[src/rtl/tlb_access_arbiter_if.sv]
// rtl/tlb_access_arbiter_if.sv - request, response and TLB-drive bundle of the TLB access arbiter
//
// Purpose: groups every handshake/bus signal of tlb_access_arbiter.
//   slave  : the arbiter side (consumes requests, drives the shared TLB port and responses)
//   master : the environment side (requesters, PTW, SFENCE source and the TLB itself)
// Signals:
//   ilu_* / dlu_*   instruction / data lookup request (valid, ready, vaddr, asid)
//   upd_*           PTW refill request into the one-entry refill buffer
//   flush_*         SFENCE request, acceptance and completion pulse
//   tlb_*           drive to / result from the shared cva6_tlb_sv32 instance
//   resp_*          registered lookup response and its owner id
interface tlb_access_arbiter_if #(
   parameter int ASID_WIDTH = 9,
   parameter int VLEN       = 32
);
   logic                  ilu_valid_i;
   logic                  ilu_ready_o;
   logic [VLEN-1:0]       ilu_vaddr_i;
   logic [ASID_WIDTH-1:0] ilu_asid_i;

   logic                  dlu_valid_i;
   logic                  dlu_ready_o;
   logic [VLEN-1:0]       dlu_vaddr_i;
   logic [ASID_WIDTH-1:0] dlu_asid_i;

   logic                  upd_valid_i;
   logic                  upd_ready_o;
   logic [19:0]           upd_vpn_i;
   logic [ASID_WIDTH-1:0] upd_asid_i;
   logic                  upd_is_4M_i;
   logic [31:0]           upd_content_i;

   logic                  flush_valid_i;
   logic                  flush_ready_o;
   logic [VLEN-1:0]       flush_vaddr_i;
   logic [ASID_WIDTH-1:0] flush_asid_i;
   logic                  flush_done_o;

   logic                  tlb_flush_o;
   logic [VLEN-1:0]       tlb_vaddr_flush_o;
   logic [ASID_WIDTH-1:0] tlb_asid_flush_o;
   logic [62:0]           tlb_update_o;
   logic                  tlb_lu_access_o;
   logic [VLEN-1:0]       tlb_lu_vaddr_o;
   logic [ASID_WIDTH-1:0] tlb_lu_asid_o;
   logic                  tlb_lu_hit_i;
   logic [31:0]           tlb_lu_content_i;
   logic                  tlb_lu_is_4M_i;

   logic                  resp_valid_o;
   logic                  resp_id_o;
   logic                  resp_hit_o;
   logic [31:0]           resp_content_o;
   logic                  resp_is_4M_o;

   modport slave (
      input  ilu_valid_i, ilu_vaddr_i, ilu_asid_i,
      output ilu_ready_o,
      input  dlu_valid_i, dlu_vaddr_i, dlu_asid_i,
      output dlu_ready_o,
      input  upd_valid_i, upd_vpn_i, upd_asid_i, upd_is_4M_i, upd_content_i,
      output upd_ready_o,
      input  flush_valid_i, flush_vaddr_i, flush_asid_i,
      output flush_ready_o, flush_done_o,
      output tlb_flush_o, tlb_vaddr_flush_o, tlb_asid_flush_o, tlb_update_o,
      output tlb_lu_access_o, tlb_lu_vaddr_o, tlb_lu_asid_o,
      input  tlb_lu_hit_i, tlb_lu_content_i, tlb_lu_is_4M_i,
      output resp_valid_o, resp_id_o, resp_hit_o, resp_content_o, resp_is_4M_o
   );

   modport master (
      output ilu_valid_i, ilu_vaddr_i, ilu_asid_i,
      input  ilu_ready_o,
      output dlu_valid_i, dlu_vaddr_i, dlu_asid_i,
      input  dlu_ready_o,
      output upd_valid_i, upd_vpn_i, upd_asid_i, upd_is_4M_i, upd_content_i,
      input  upd_ready_o,
      output flush_valid_i, flush_vaddr_i, flush_asid_i,
      input  flush_ready_o, flush_done_o,
      input  tlb_flush_o, tlb_vaddr_flush_o, tlb_asid_flush_o, tlb_update_o,
      input  tlb_lu_access_o, tlb_lu_vaddr_o, tlb_lu_asid_o,
      output tlb_lu_hit_i, tlb_lu_content_i, tlb_lu_is_4M_i,
      input  resp_valid_o, resp_id_o, resp_hit_o, resp_content_o, resp_is_4M_o
   );
endinterface

[src/rtl/tlb_access_arbiter.sv]
// rtl/tlb_access_arbiter.sv - sequencer/arbiter sharing one TLB port between lookups, refills and flushes
//
// Purpose: lets instruction lookups, data lookups, PTW refills and SFENCE flushes share a single
//   cva6_tlb_sv32 port. Flushes take priority and run as IDLE -> FLUSH -> DRAIN so that no lookup
//   is ever granted against a partially flushed TLB. Refills wait in a one-entry buffer; lookups
//   are round-robin arbitrated and their results are registered and tagged with the owner.
// Ports:
//   clk_i  clock
//   rst_i  synchronous active-high reset
//   bus    tlb_access_arbiter_if.slave (requests, TLB drive, responses)
module tlb_access_arbiter #(
   parameter int ASID_WIDTH = 9,
   parameter int VLEN       = 32
) (
   input  logic                clk_i,
   input  logic                rst_i,
   tlb_access_arbiter_if.slave bus
);

   typedef enum logic [1:0] {
      IDLE  = 2'd0,
      FLUSH = 2'd1,
      DRAIN = 2'd2
   } state_t;

   state_t                state;

   logic                  buf_full;
   logic [19:0]           buf_vpn;
   logic [ASID_WIDTH-1:0] buf_asid;
   logic                  buf_is_4m;
   logic [31:0]           buf_content;

   // 0 = instruction side wins a tie, 1 = data side wins a tie
   logic                  rr_ptr;

   logic [VLEN-1:0]       fl_vaddr;
   logic [ASID_WIDTH-1:0] fl_asid;

   logic                  flush_done_q;
   logic                  resp_valid_q;
   logic                  resp_id_q;
   logic                  resp_hit_q;
   logic [31:0]           resp_content_q;
   logic                  resp_is_4m_q;

   logic                  idle_op;
   logic                  take_flush;
   logic                  issue_upd;
   logic                  lu_slot;
   logic                  grant_i;
   logic                  grant_d;
   logic                  upd_accept;
   logic                  flush_issue;
   logic [ASID_WIDTH+8:0] buf_asid_ext;

   // Every TLB operation and every ready is suppressed while rst_i is high, so a reset
   // landing mid-flush or mid-refill issues nothing in that cycle.
   always_comb begin
      idle_op      = (state == IDLE) && !rst_i;
      take_flush   = idle_op && bus.flush_valid_i;
      issue_upd    = idle_op && !bus.flush_valid_i && buf_full;
      lu_slot      = idle_op && !bus.flush_valid_i && !buf_full;
      grant_i      = lu_slot && bus.ilu_valid_i && (!bus.dlu_valid_i || !rr_ptr);
      grant_d      = lu_slot && bus.dlu_valid_i && (!bus.ilu_valid_i || rr_ptr);
      upd_accept   = bus.upd_valid_i && !buf_full && !rst_i;
      flush_issue  = (state == FLUSH) && !rst_i;
      // The TLB update word always carries a 9-bit ASID: zero-extend, then keep the low 9 bits.
      buf_asid_ext = {9'd0, buf_asid};
   end

   assign bus.ilu_ready_o       = grant_i;
   assign bus.dlu_ready_o       = grant_d;
   assign bus.upd_ready_o       = !buf_full && !rst_i;
   assign bus.flush_ready_o     = take_flush;
   assign bus.flush_done_o      = flush_done_q;

   assign bus.tlb_flush_o       = flush_issue;
   assign bus.tlb_vaddr_flush_o = flush_issue ? fl_vaddr : '0;
   assign bus.tlb_asid_flush_o  = flush_issue ? fl_asid : '0;
   assign bus.tlb_update_o      = issue_upd ?
                                  {1'b1, buf_is_4m, buf_vpn, buf_asid_ext[8:0], buf_content} : '0;
   assign bus.tlb_lu_access_o   = grant_i || grant_d;
   assign bus.tlb_lu_vaddr_o    = grant_i ? bus.ilu_vaddr_i : (grant_d ? bus.dlu_vaddr_i : '0);
   assign bus.tlb_lu_asid_o     = grant_i ? bus.ilu_asid_i : (grant_d ? bus.dlu_asid_i : '0);

   assign bus.resp_valid_o      = resp_valid_q;
   assign bus.resp_id_o         = resp_id_q;
   assign bus.resp_hit_o        = resp_hit_q;
   assign bus.resp_content_o    = resp_content_q;
   assign bus.resp_is_4M_o      = resp_is_4m_q;

   always_ff @(posedge clk_i) begin
      if (rst_i) begin
         state          <= IDLE;
         buf_full       <= 1'b0;
         buf_vpn        <= '0;
         buf_asid       <= '0;
         buf_is_4m      <= 1'b0;
         buf_content    <= '0;
         rr_ptr         <= 1'b0;
         fl_vaddr       <= '0;
         fl_asid        <= '0;
         flush_done_q   <= 1'b0;
         resp_valid_q   <= 1'b0;
         resp_id_q      <= 1'b0;
         resp_hit_q     <= 1'b0;
         resp_content_q <= '0;
         resp_is_4m_q   <= 1'b0;
      end else begin
         flush_done_q <= 1'b0;
         resp_valid_q <= 1'b0;

         case (state)
            IDLE: begin
               if (take_flush) begin
                  fl_vaddr <= bus.flush_vaddr_i;
                  fl_asid  <= bus.flush_asid_i;
                  state    <= FLUSH;
               end
            end
            FLUSH: begin
               // done is registered so it is high exactly during the DRAIN cycle
               flush_done_q <= 1'b1;
               state        <= DRAIN;
            end
            DRAIN: begin
               state <= IDLE;
            end
            default: begin
               state <= IDLE;
            end
         endcase

         // A buffered refill only leaves through an IDLE issue slot; new refills are only
         // taken while empty, so the two branches never coincide.
         if (issue_upd) begin
            buf_full <= 1'b0;
         end else if (upd_accept) begin
            buf_full    <= 1'b1;
            buf_vpn     <= bus.upd_vpn_i;
            buf_asid    <= bus.upd_asid_i;
            buf_is_4m   <= bus.upd_is_4M_i;
            buf_content <= bus.upd_content_i;
         end

         if (grant_i || grant_d) begin
            rr_ptr         <= grant_i;
            resp_valid_q   <= 1'b1;
            resp_id_q      <= grant_d;
            resp_hit_q     <= bus.tlb_lu_hit_i;
            resp_content_q <= bus.tlb_lu_content_i;
            resp_is_4m_q   <= bus.tlb_lu_is_4M_i;
         end
      end
   end

endmodule

[src/flat_wrapper.sv]
// flat-port wrapper written by rule: the top's interface ports become plain ports
module tlb_access_arbiter_flat 
#(
   parameter int ASID_WIDTH = 9,
   parameter int VLEN       = 32
)
  (clk_i, rst_i, bus_ilu_valid_i, bus_ilu_vaddr_i, bus_ilu_asid_i, bus_ilu_ready_o, bus_dlu_valid_i, bus_dlu_vaddr_i, bus_dlu_asid_i, bus_dlu_ready_o, bus_upd_valid_i, bus_upd_vpn_i, bus_upd_asid_i, bus_upd_is_4M_i, bus_upd_content_i, bus_upd_ready_o, bus_flush_valid_i, bus_flush_vaddr_i, bus_flush_asid_i, bus_flush_ready_o, bus_flush_done_o, bus_tlb_flush_o, bus_tlb_vaddr_flush_o, bus_tlb_asid_flush_o, bus_tlb_update_o, bus_tlb_lu_access_o, bus_tlb_lu_vaddr_o, bus_tlb_lu_asid_o, bus_tlb_lu_hit_i, bus_tlb_lu_content_i, bus_tlb_lu_is_4M_i, bus_resp_valid_o, bus_resp_id_o, bus_resp_hit_o, bus_resp_content_o, bus_resp_is_4M_o);
  tlb_access_arbiter_if #(.ASID_WIDTH(ASID_WIDTH), .VLEN(VLEN)) bus_i ();
  input  logic clk_i;
  input  logic rst_i;
  input wire logic [$bits(bus_i.ilu_valid_i)-1:0] bus_ilu_valid_i;
  input wire logic [$bits(bus_i.ilu_vaddr_i)-1:0] bus_ilu_vaddr_i;
  input wire logic [$bits(bus_i.ilu_asid_i)-1:0] bus_ilu_asid_i;
  output wire logic [$bits(bus_i.ilu_ready_o)-1:0] bus_ilu_ready_o;
  input wire logic [$bits(bus_i.dlu_valid_i)-1:0] bus_dlu_valid_i;
  input wire logic [$bits(bus_i.dlu_vaddr_i)-1:0] bus_dlu_vaddr_i;
  input wire logic [$bits(bus_i.dlu_asid_i)-1:0] bus_dlu_asid_i;
  output wire logic [$bits(bus_i.dlu_ready_o)-1:0] bus_dlu_ready_o;
  input wire logic [$bits(bus_i.upd_valid_i)-1:0] bus_upd_valid_i;
  input wire logic [$bits(bus_i.upd_vpn_i)-1:0] bus_upd_vpn_i;
  input wire logic [$bits(bus_i.upd_asid_i)-1:0] bus_upd_asid_i;
  input wire logic [$bits(bus_i.upd_is_4M_i)-1:0] bus_upd_is_4M_i;
  input wire logic [$bits(bus_i.upd_content_i)-1:0] bus_upd_content_i;
  output wire logic [$bits(bus_i.upd_ready_o)-1:0] bus_upd_ready_o;
  input wire logic [$bits(bus_i.flush_valid_i)-1:0] bus_flush_valid_i;
  input wire logic [$bits(bus_i.flush_vaddr_i)-1:0] bus_flush_vaddr_i;
  input wire logic [$bits(bus_i.flush_asid_i)-1:0] bus_flush_asid_i;
  output wire logic [$bits(bus_i.flush_ready_o)-1:0] bus_flush_ready_o;
  output wire logic [$bits(bus_i.flush_done_o)-1:0] bus_flush_done_o;
  output wire logic [$bits(bus_i.tlb_flush_o)-1:0] bus_tlb_flush_o;
  output wire logic [$bits(bus_i.tlb_vaddr_flush_o)-1:0] bus_tlb_vaddr_flush_o;
  output wire logic [$bits(bus_i.tlb_asid_flush_o)-1:0] bus_tlb_asid_flush_o;
  output wire logic [$bits(bus_i.tlb_update_o)-1:0] bus_tlb_update_o;
  output wire logic [$bits(bus_i.tlb_lu_access_o)-1:0] bus_tlb_lu_access_o;
  output wire logic [$bits(bus_i.tlb_lu_vaddr_o)-1:0] bus_tlb_lu_vaddr_o;
  output wire logic [$bits(bus_i.tlb_lu_asid_o)-1:0] bus_tlb_lu_asid_o;
  input wire logic [$bits(bus_i.tlb_lu_hit_i)-1:0] bus_tlb_lu_hit_i;
  input wire logic [$bits(bus_i.tlb_lu_content_i)-1:0] bus_tlb_lu_content_i;
  input wire logic [$bits(bus_i.tlb_lu_is_4M_i)-1:0] bus_tlb_lu_is_4M_i;
  output wire logic [$bits(bus_i.resp_valid_o)-1:0] bus_resp_valid_o;
  output wire logic [$bits(bus_i.resp_id_o)-1:0] bus_resp_id_o;
  output wire logic [$bits(bus_i.resp_hit_o)-1:0] bus_resp_hit_o;
  output wire logic [$bits(bus_i.resp_content_o)-1:0] bus_resp_content_o;
  output wire logic [$bits(bus_i.resp_is_4M_o)-1:0] bus_resp_is_4M_o;
  assign bus_i.ilu_valid_i = bus_ilu_valid_i;
  assign bus_i.ilu_vaddr_i = bus_ilu_vaddr_i;
  assign bus_i.ilu_asid_i = bus_ilu_asid_i;
  assign bus_ilu_ready_o = bus_i.ilu_ready_o;
  assign bus_i.dlu_valid_i = bus_dlu_valid_i;
  assign bus_i.dlu_vaddr_i = bus_dlu_vaddr_i;
  assign bus_i.dlu_asid_i = bus_dlu_asid_i;
  assign bus_dlu_ready_o = bus_i.dlu_ready_o;
  assign bus_i.upd_valid_i = bus_upd_valid_i;
  assign bus_i.upd_vpn_i = bus_upd_vpn_i;
  assign bus_i.upd_asid_i = bus_upd_asid_i;
  assign bus_i.upd_is_4M_i = bus_upd_is_4M_i;
  assign bus_i.upd_content_i = bus_upd_content_i;
  assign bus_upd_ready_o = bus_i.upd_ready_o;
  assign bus_i.flush_valid_i = bus_flush_valid_i;
  assign bus_i.flush_vaddr_i = bus_flush_vaddr_i;
  assign bus_i.flush_asid_i = bus_flush_asid_i;
  assign bus_flush_ready_o = bus_i.flush_ready_o;
  assign bus_flush_done_o = bus_i.flush_done_o;
  assign bus_tlb_flush_o = bus_i.tlb_flush_o;
  assign bus_tlb_vaddr_flush_o = bus_i.tlb_vaddr_flush_o;
  assign bus_tlb_asid_flush_o = bus_i.tlb_asid_flush_o;
  assign bus_tlb_update_o = bus_i.tlb_update_o;
  assign bus_tlb_lu_access_o = bus_i.tlb_lu_access_o;
  assign bus_tlb_lu_vaddr_o = bus_i.tlb_lu_vaddr_o;
  assign bus_tlb_lu_asid_o = bus_i.tlb_lu_asid_o;
  assign bus_i.tlb_lu_hit_i = bus_tlb_lu_hit_i;
  assign bus_i.tlb_lu_content_i = bus_tlb_lu_content_i;
  assign bus_i.tlb_lu_is_4M_i = bus_tlb_lu_is_4M_i;
  assign bus_resp_valid_o = bus_i.resp_valid_o;
  assign bus_resp_id_o = bus_i.resp_id_o;
  assign bus_resp_hit_o = bus_i.resp_hit_o;
  assign bus_resp_content_o = bus_i.resp_content_o;
  assign bus_resp_is_4M_o = bus_i.resp_is_4M_o;
  tlb_access_arbiter #(.ASID_WIDTH(ASID_WIDTH), .VLEN(VLEN)) u_core (.clk_i(clk_i), .rst_i(rst_i), .bus(bus_i));
endmodule
[config.mk]
export PLATFORM = sky130hd
export DESIGN_NAME = tlb_access_arbiter_flat
export DESIGN_NICKNAME = d
export VERILOG_FILES = /design/src/rtl/tlb_access_arbiter_if.sv /design/src/rtl/tlb_access_arbiter.sv /design/src/flat_wrapper.sv
export SDC_FILE = /design/constraint.sdc
export NUM_CORES = 1
export LEC_CHECK = 0
export BUFFER_PORTS_ARGS = -buffer_cell sky130_fd_sc_hd__buf_2
export CELL_PAD_IN_SITES_DETAIL_PLACEMENT = 0
export CELL_PAD_IN_SITES_GLOBAL_PLACEMENT = 1
export CORE_MARGIN = 5
export CORE_UTILIZATION = 29
export DETAILED_ROUTE_END_ITERATION = 6
export HOLD_SLACK_MARGIN = 0.15
export PLACE_DENSITY = 0.88
export SYNTH_ARGS = -nofsm -noshare
export SYNTH_HDL_FRONTEND = slang
export SYNTH_SLANG_ARGS = --single-unit
[constraint.sdc]
create_clock -name clk_i -period 1.8 [get_ports clk_i]
set_input_delay 0.09 -clock clk_i [delete_from_list [all_inputs] [get_ports clk_i]]
set_output_delay 0.09 -clock clk_i [all_outputs]
set_load 0.05 [all_outputs]
==> impl_metrics.tcl <==
set metrics [dict create \
    start_util 0.293 \
    grt_pass1_wl_mm 46.8 \
    hold_viol 0 \
    drive_gt1_frac 0.416 \
    rsz0062_at_grt "yes" \
    cpPeakStageDelay_ns 0.36 \
    drt-pass1-iter-count 5 \
    crit_buf_inv 3 \
    period_minus_slack_ns 2.04 \
    tightest_slew_ns 0.751 \
    grt_pass1_vias 8678 \
    die_h_um 163 \
    syn-num-nets 1139 \
    netlist_area_sq_mm 0.00681 \
    synthTopCellsByArea "dfxtp_1 42%, nand2_1 11%, o211ai_1 9.2%" \
    hold_slack_ns 0.191 \
    drt-wirelength-per-cell_um 18.5 \
    yosys_warnings 0 \
    core_area_sq_mm 0.0233 \
    drt_iter0_drc 702 \
    intPower_mw 6.15 \
    p_comb_frac 0.221 \
    finalClockSkew_ns 0.0129 \
    fp-row-count 56 \
    endpoint "bus_tlb_lu_vaddr_o[23]" \
    pwr-share-seq 0.391 \
    wl_mm 32.9 \
    grt_max_degree 69 \
    synth_most_common_cell "nand2_1" \
    worstSetupPathType "reg -> out" \
    critPathMaxFanout 22 \
    synth.cells.most_frequent "206 x nand2_1, 144 x dfxtp_1, 116 x a21oi_1" \
    setup_ws_ns -0.242 \
    crit_path_end_kind "primary output" \
    r2r_slack_ns 0.03 \
    crit_family "buffers and inverters" \
    cts_tree "built" \
    ys_ff_latch 144 \
    grtUsageTotal 0.218 \
    clockBufferDepth 2 \
    clkSinkCount 144 \
    numPortBuffers 412 \
    ys.flop_type "dfxtp_1" \
    via_per_inst 5.06 \
    ys_seq_area_frac 0.424 \
    p_switching_mw 2.72 \
    die-area_sq_mm 0.0266 \
    ys_types 29 \
    place_area_sq_mm 0.00928 \
    pwr_density_cell_mw_per_mm2 687 \
    r2r-end "u_core.fl_asid[3]$_SDFFE_PP0P_" \
    startpoint "u_core.state[0]$_SDFFE_PP0P_" \
    netlist_instances 914 \
    critPathRequiredTime_ns 1.71 \
    power_leakage_nw 5.62 \
    synth_largest_area_cell "dfxtp_1" \
    fmax_mhz 490 \
    hpwl_mm 19.1 \
    final_core_util 0.555 \
    r2r_start "u_core.state[1]$_SDFFE_PP0P_" \
    worstPathCellList "nor4_4 -> buf_4 -> nand2b_4 -> buf_16 -> a21oi_1 -> buf_4" \
    io_pins 413 \
    n_fill_cell 2006 \
    rr_worst_depth 6 \
    syn-mean-instance-area_sq_um 7.45 \
    switching_share 0.306 \
    clk_pin_slew_ns 0.06 \
    critPathSlowestCell "dfxtp_4" \
    crit_cells 6 \
    crit_top_cell "buf_4" \
    hold_path.class "in -> reg" \
    syn2layout_area_growth_pct 89.7 \
    final_max_slew_viol_count 0 \
    cp.arrival_ns 1.95 \
    antenna_found_initial 4 \
    max_cap_violations 0 \
    clk_latency_ns 0.42 \
    cts_buffers 17 \
    ant_nets 0 \
    cts-root-buf "clkbuf_16" \
    slew_headroom 0.500 \
    peakVddDrop_v 0.000588 \
    synth_edf_count 0 \
    finalCritPeriodShare 1.13 \
    power_frac_clock 0.387 \
    htree_levels 4 \
    async_flop_share 0 \
    final-setup-viol-count 133 \
    gp_congestion 0.816 \
    vias 8998 \
    drc 0 \
    violations "setup timing" \
    nets 1668 \
    status "finished, violations left" \
    design_area_sq_mm 0.0129 \
    start_kind "flop" \
    die_x_um 163 \
    synth_top_area_frac 0.424 \
    grt_overflow 0 \
]
flip-flops by register name, summed over array words and instances (netlist names), 2 cells and up:
name and count:
u_core.buf_asid 9, u_core.buf_content 32, u_core.buf_vpn 20, u_core.bus.resp_content_o 32
u_core.fl_asid 9, u_core.fl_vaddr 32, u_core.state 2
cells by family after synthesis:
kind of cell / Yosys count / synth area share
AO/OA/AOI/OAI: 302 / 0.255
buffers and inverters: 108 / 0.0710
AND/OR/NAND/NOR: 360 / 0.251
flip-flops: 144 / 0.424
worst register-to-register path, delay by kind of cell (launching register included):
family | cells | cell delay [ns]
buffers and inverters | 3 | 0.50
and+or+nand+nor | 2 | 0.70
DFF | 1 | 0.38
AOI/OAI and AO/OA | 1 | 0.13
per-stage QoR:
stage	total power, mW	worst slack (ns)	std cells	setup TNS, ns
6_report	8.87	-0.242	1779	-13.43
5_1_grt	9.26	-0.320	1779	-25.58
4_1_cts	8.82	-0.188	1767	-15.46
3_5_place_dp	4.96	0.0152	1576	0
3_3_place_gp	4.94	0.0458	1576	0
2_1_floorplan	4.37	-0.300	914	-12.07
cells in the final DEF, fill, tap and decap left out, types with 3 or more instances in the layout:
cell type | netlist | final
and2_1 | 42 | 4
buf_6 | 6 | 49
nand3_1 | 34 | 34
a21oi_2 | 0 | 32
o21ai_0 | 98 | 91
o21ai_2 | 0 | 6
buf_2 | 18 | 262
clkinvlp_4 | 0 | 3
and2_4 | 0 | 38
clkbuf_16 | 0 | 23
buf_12 | 0 | 18
a21oi_1 | 116 | 84
and3_4 | 0 | 13
diode_2 | 0 | 4
inv_6 | 0 | 5
o211ai_1 | 83 | 83
nand2_1 | 206 | 206
dlygate4sd3_1 | 0 | 140
and3_1 | 62 | 49
dfxtp_1 | 144 | 141
buf_8 | 0 | 51
nor2_1 | 5 | 3
clkinv_1 | 3 | 3
clkinv_4 | 1 | 4
buf_4 | 1 | 84
what timing repair did:
item | 4_1_cts | 5_1_grt
cloned | 5 | 8
setup buffers | 14 | 4
resized for setup | 235 | 181
pin swaps | 3 | 2
hold buffers | 140 | 0
hold endpoints to repair | 139 | 0
setup endpoints to repair | 149 | 203
layout make-up:
cell class | count | area [sq um] | area share
diodes | 4 | 10.0 | 0.000775
inverters | 6 | 27.5 | 0.00213
clock buffers | 19 | 433 | 0.0335
flip-flops and latches | 144 | 2890 | 0.224
repair buffers | 612 | 5230 | 0.405
clock inverters | 13 | 128 | 0.00989
multi-input cells | 662 | 3800 | 0.294
well taps | 319 | 399 | 0.0309
power groups by stage:
stage	logic (mW)	clock network, mW	registers, mW
after global placement	1.43	0	3.52
after CTS	1.84	3.52	3.46
after global routing	2.09	3.68	3.49
after floorplan	0.765	0	3.61
final	1.96	3.44	3.47
after detailed placement	1.43	0	3.53
per-layer routing:
metal  vias to the layer above  track usage  part of all wire
met2                       479        0.365              0.50
met3                        92       0.0502             0.076
met4                         0       0.0919             0.036
met1                      4194        0.270              0.39
li1                       4233            -                 -
met5                         -            0                 0
how the worst min path moves through the flow:
stage                                                            end            startpoint  cells past startpoint
final                      u_core.bus.resp_content_o[4]$_SDFFE_PP0P_                 rst_i                      3
after global routing       u_core.bus.resp_content_o[8]$_SDFFE_PP0P_                 rst_i                      3
after CTS                 u_core.bus.resp_content_o[11]$_SDFFE_PP0P_                 rst_i                      3
after detailed placement              u_core.buf_vpn[7]$_SDFFE_PP0P_      bus_upd_vpn_i[7]                      3
after global placement            u_core.buf_content[5]$_SDFFE_PP0P_  bus_upd_content_i[5]                      3
after floorplan                      u_core.buf_asid[0]$_SDFFE_PP0P_     bus_upd_asid_i[0]                      2
No activity file was read; power rests on OpenSTA's default activity.
